===== src/rtl/instruction_memory_ctrl.sv =====
// Instruction memory for the fetch stage: NOP-cleared after reset, loaded
// through a program port, read through a registered 1-cycle fetch port.
//
// Parameters: DATA_WIDTH, ADDR_WIDTH, DEPTH (<= 2**ADDR_WIDTH), NOP_WORD
// Ports:
//   clock, reset (async, active-low)
//   prog_we/prog_addr/prog_data  program-port write; prog_err = rejected write
//   fetch_req/fetch_addr         fetch request; fetch_ready = accepted
//   instr/instr_valid/addr_fault registered fetch result
//   mem_ready                    initialisation complete
// Optional macro IMEM_PARITY_EN adds per-word even parity with ports
//   parity_flip (in, inverts stored parity on write) and parity_err (out).

module instruction_memory_ctrl #(
    parameter int                    DATA_WIDTH = 32,
    parameter int                    ADDR_WIDTH = 10,
    parameter int                    DEPTH      = 31,
    parameter logic [DATA_WIDTH-1:0] NOP_WORD   = '0
) (
    input  logic                  clock,
    input  logic                  reset,
    input  logic                  prog_we,
    input  logic [ADDR_WIDTH-1:0] prog_addr,
    input  logic [DATA_WIDTH-1:0] prog_data,
    output logic                  prog_err,
    input  logic                  fetch_req,
    input  logic [ADDR_WIDTH-1:0] fetch_addr,
    output logic                  fetch_ready,
    output logic [DATA_WIDTH-1:0] instr,
    output logic                  instr_valid,
    output logic                  addr_fault,
`ifdef IMEM_PARITY_EN
    input  logic                  parity_flip,
    output logic                  parity_err,
`endif
    output logic                  mem_ready
);

    localparam int IDX_W = (DEPTH > 1) ? $clog2(DEPTH) : 1;
    localparam logic [ADDR_WIDTH:0] DEPTH_A  = (ADDR_WIDTH + 1)'(DEPTH);
    localparam logic [IDX_W-1:0]    LAST_IDX = IDX_W'(DEPTH - 1);

    typedef enum logic {
        S_INIT,
        S_READY
    } state_e;

    state_e                  state_q;
    logic [IDX_W-1:0]        cnt_q;
    logic [DATA_WIDTH-1:0]   instr_q;
    logic                    instr_valid_q;
    logic                    addr_fault_q;
    logic                    prog_err_q;
    logic                    mem_ready_q;

    logic [DATA_WIDTH-1:0]   mem [DEPTH];

    logic                    prog_in_range;
    logic                    fetch_in_range;
    logic [IDX_W-1:0]        prog_idx;
    logic [IDX_W-1:0]        fetch_idx;
    logic                    fetch_accept;
    logic [DATA_WIDTH-1:0]   rd_word;

    logic                    mem_we;
    logic [IDX_W-1:0]        mem_waddr;
    logic [DATA_WIDTH-1:0]   mem_wdata;

    // Compare with one extra bit so DEPTH == 2**ADDR_WIDTH still works.
    assign prog_in_range  = {1'b0, prog_addr} < DEPTH_A;
    assign fetch_in_range = {1'b0, fetch_addr} < DEPTH_A;
    assign prog_idx       = prog_addr[IDX_W-1:0];
    assign fetch_idx      = fetch_addr[IDX_W-1:0];

    // Writes win the port: a cycle with prog_we never accepts a fetch.
    assign fetch_ready  = (state_q == S_READY) && !prog_we;
    assign fetch_accept = fetch_req && fetch_ready;
    assign rd_word      = mem[fetch_idx];

    always_comb begin
        mem_we    = 1'b0;
        mem_waddr = cnt_q;
        mem_wdata = NOP_WORD;
        if (state_q == S_INIT) begin
            mem_we = 1'b1;
        end else if (prog_we && prog_in_range) begin
            mem_we    = 1'b1;
            mem_waddr = prog_idx;
            mem_wdata = prog_data;
        end
    end

    always_ff @(posedge clock) begin
        if (mem_we) begin
            mem[mem_waddr] <= mem_wdata;
        end
    end

`ifdef IMEM_PARITY_EN
    logic par_mem [DEPTH];
    logic mem_wpar;
    logic rd_par;
    logic parity_err_q;

    // Even parity: stored bit makes the total count of ones even.
    always_comb begin
        mem_wpar = ^NOP_WORD;
        if (state_q != S_INIT) begin
            mem_wpar = (^prog_data) ^ parity_flip;
        end
    end

    always_ff @(posedge clock) begin
        if (mem_we) begin
            par_mem[mem_waddr] <= mem_wpar;
        end
    end

    assign rd_par = par_mem[fetch_idx];

    always_ff @(posedge clock or negedge reset) begin
        if (!reset) begin
            parity_err_q <= 1'b0;
        end else begin
            parity_err_q <= fetch_accept && fetch_in_range &&
                            ((^rd_word) != rd_par);
        end
    end

    assign parity_err = parity_err_q;
`endif

    always_ff @(posedge clock or negedge reset) begin
        if (!reset) begin
            state_q       <= S_INIT;
            cnt_q         <= '0;
            instr_q       <= NOP_WORD;
            instr_valid_q <= 1'b0;
            addr_fault_q  <= 1'b0;
            prog_err_q    <= 1'b0;
            mem_ready_q   <= 1'b0;
        end else begin
            prog_err_q    <= prog_we &&
                             ((state_q == S_INIT) || !prog_in_range);
            instr_valid_q <= fetch_accept;
            addr_fault_q  <= fetch_accept && !fetch_in_range;
            if (fetch_accept) begin
                instr_q <= fetch_in_range ? rd_word : NOP_WORD;
            end
            unique case (state_q)
                S_INIT: begin
                    if (cnt_q == LAST_IDX) begin
                        state_q     <= S_READY;
                        mem_ready_q <= 1'b1;
                    end else begin
                        cnt_q <= cnt_q + 1'b1;
                    end
                end
                S_READY: begin
                    mem_ready_q <= 1'b1;
                end
            endcase
        end
    end

    assign instr       = instr_q;
    assign instr_valid = instr_valid_q;
    assign addr_fault  = addr_fault_q;
    assign prog_err    = prog_err_q;
    assign mem_ready   = mem_ready_q;

endmodule


===== config.mk =====
export PLATFORM = sky130hd
export DESIGN_NAME = instruction_memory_ctrl
export DESIGN_NICKNAME = d
export VERILOG_FILES = /design/src/rtl/instruction_memory_ctrl.sv
export SDC_FILE = /design/constraint.sdc
export NUM_CORES = 1
export LEC_CHECK = 0
export CORE_ASPECT_RATIO = 1.75
export CORE_MARGIN = 3
export CORE_UTILIZATION = 55
export DETAILED_ROUTE_END_ITERATION = 6
export MAX_ROUTING_LAYER = met4
export PLACE_DENSITY = 0.79
export SYNTH_ARGS = -nofsm -noshare
export SYNTH_HDL_FRONTEND = slang
export SYNTH_SLANG_ARGS = --single-unit

===== constraint.sdc =====
create_clock -name clock -period 6.9 [get_ports clock]
set_clock_uncertainty 0.15 [all_clocks]
set_input_delay 1.035 -clock clock [delete_from_list [all_inputs] [get_ports clock]]
set_output_delay 1.035 -clock clock [all_outputs]
set_load 0.01 [all_outputs]

==> reports/metrics.yaml <==
clk_path_buf_depth: 3
cts_tree: "built"
drive_above_1_share_pct: 20.3
hpwlAfterDp_um: 57200
slew_headroom_pct: 15.0
seq_area_frac_synth_pct: 76.9
worstSetupPathType: "primary input to flip-flop"
yosysTopAreaCellShare_pct: 74.3
port_buffers: 92
post_cts_resized: 0
slowest_delay_ns: 1.13
fp-row-count: 130
holdCritStartpoint: "mem_ready"
cts_setup_buffers: 0
drtPass1Iterations: 7
dieHeight_um: 363
worstPathMaxFanout: 32
violations: "design-rule violations"
layout.nets: 2085
worstMarginPinSlew_ns: 1.27
synth_cell_types: 52
r2r_end: "mem[17][22]"
clk_pin_slew_ns: 0.07
synth_ff_type: "edfxtp_1"
crit_chain: "clkdlybuf4s50_1 > nor4_1 > o2111a_2 > mux2i_1 > a32oi_2 > nor2_4"
cts_root_buffer: "clkbuf_16"
synth_edf_count: 992
grt_pass1_wl_um: 141000
whs_ns: 0.346
syn_nets: 1982
numCtsBuffers: 81
clock_sinks: 1034
grt_pass1_vias: 20400
async_reset_ff_share_pct: 4.06
antenna_found_initial: 0
rsz0062_at_grt: "false"
cp.depth: 6
peakVddDrop_mv: 0.170
r2r_slack_ns: 3.00
path_buf_inv: 1
final-setup-viol-count: 0
die-area_um2: 76300
min_to: "mem_ready"
areaGrowthSynthToFinish_pct: 11.6
drtAntennaViolNets: 0
die_w_um: 210
syn_area_um2: 40100
drc: 1
initialDrtViolationCount: 2483
worst_ep_required_time_ns: 7.01
via_per_inst: 6.65
holdBufCountCts: 0
cp.arrival_ns: 4.47
synth_commonest_cells: "edfxtp_1, mux4_2, mux2i_1"
track_usage_pct: 26.3
post-route-period-util_pct: 63.1
synth_top_area_cell: "edfxtp_1"
cts_max_level: 3
r2r_cells: 5
syn_area_per_cell_um2: 20.8
crit_family: "simple AND/OR/NAND/NOR gates"
ys_seq_elements: 1034
hold_class: "flip-flop to flip-flop"
fmax_mhz: 230
finalSetupTns_ns: 0
start_util_pct: 55.7
grt_overflow: 0
finalNonFillerCells: 3018
clk-insertion-delay-late_ns: 0.65
finalWirelength_um: 95700
avgRoutedWirePerCell_um: 31.7
cap_violations: 0
vias: 20100
slew_violations: 0
core_um2: 72100
placed_area_um2: 42100
hold_viol_final: 0
rr_startpoint: "state_q"
yosysMostFrequentCell: "edfxtp_1"
outcome: "finished with violations"
io_pins: 93
design_area_um2: 44800
syn_inst: 1924
start_kind: "primary input"
dp.cells: 2868
synth_area_leaders: "edfxtp_1, mux4_2, mux2i_1"
diodes: 0
yosys_warnings: 0
place.gp.congestion: 0.892
grt_max_degree: 94
power_density_nw_per_um2: 264
end_kind: "flip-flop"
fin_crit_ns: 4.36
hold_path_depth: 1
critPathSlowestCell: "nor2_4"
leakage_nw: 16.6
-- cells in the final DEF (no fill, tap or decap), types with 26 or more instances in the layout --
| cell | synthesis | routed |
|---|---|---|
| clkdlybuf4s50_1 | 0 | 87 |
| and2_1 | 36 | 34 |
| buf_4 | 17 | 38 |
| a21oi_1 | 29 | 28 |
| nand2_1 | 73 | 73 |
| mux2i_1 | 124 | 124 |
| nor2_4 | 0 | 31 |
| a22oi_1 | 26 | 26 |
| dfrtp_1 | 42 | 42 |
| edfxtp_1 | 992 | 992 |
| mux4_2 | 205 | 205 |
| clkbuf_16 | 0 | 88 |
-- worst max path at each step --
stage / startpoint / end / slack, ns
6_report: prog_addr[9] / mem[17][22] / 2.54
5_1_grt: prog_addr[9] / mem[18][31] / 2.35
2_1_floorplan: prog_addr[8] / mem[0][0] / 2.63
4_1_cts: prog_addr[9] / mem[18][31] / 2.54
3_3_place_gp: prog_addr[8] / mem[18][12] / 2.04
3_5_place_dp: prog_addr[9] / mem[18][30] / 1.84
-- through the flow --
stage          power (mW)  setup slack [ns]  utilization (%)
3_5_place_dp         7.26              1.84             58.4
3_3_place_gp         7.26              2.04             58.4
2_1_floorplan        7.14              2.63                -
6_report             11.8              2.54             62.1
4_1_cts              11.8              2.54             62.1
5_1_grt              12.1              2.35             62.1
-- cell type report --
class	instances	area [µm²]
inverter	6	22.5
fill	4611	27300
sequential	1034	30800
timing repair buffer	131	1240
clock buffer	111	2360
multi-input combinational	773	8830
tap	924	1160
clock inverter	39	322
-- worst register-to-register path: cells and delay by family, from the launching register on --
family	cells	cell delay (ns)
AND/OR/NAND/NOR	2	1.37
AO/OA/AOI/OAI	2	0.95
multiplexers	1	0.48
flip-flops	1	0.54
-- sequential cells by signal (all words and copies together), names as in the netlist --
signal	count
addr_fault	1
prog_err	1
mem_ready	1
instr_valid	1
instr	32
cnt_q	5
state_q	1
mem	992
-- power breakdown --
part	internal, mW	switching, mW
combinational	0.127	0.216
clock	2.56	2.12
sequential	6.78	0.00201
total	9.47	2.34
-- logic make-up (layout without fill, tap and decap cells) --
kind of cell,after synthesis,count (layout),synth area share [%]
AOI/OAI and AO/OA,211,211,3.84
xor gates and xnor gates,3,3,0.0655
adders and majority gates,2,2,0.0624
buffers and inverters,117,287,1.72
DFF,1034,1034,76.9
muxes,335,335,14.8
and+or+nand+nor,222,222,2.67
-- metal layers --
| metal | share of wire, % | up-vias | GRT usage [%] | wire length [µm] |
|---|---|---|---|---|
| met5 | 0 | - | - | 0 |
| met4 | 3.9 | 0 | 9.71 | 3730 |
| met3 | 9.6 | 208 | 4.68 | 9230 |
| met2 | 52 | 1288 | 43.4 | 49800 |
| met1 | 34 | 10400 | 33.0 | 32900 |
| li1 | - | 8162 | - | - |
Power figures use the tool's default switching activity.
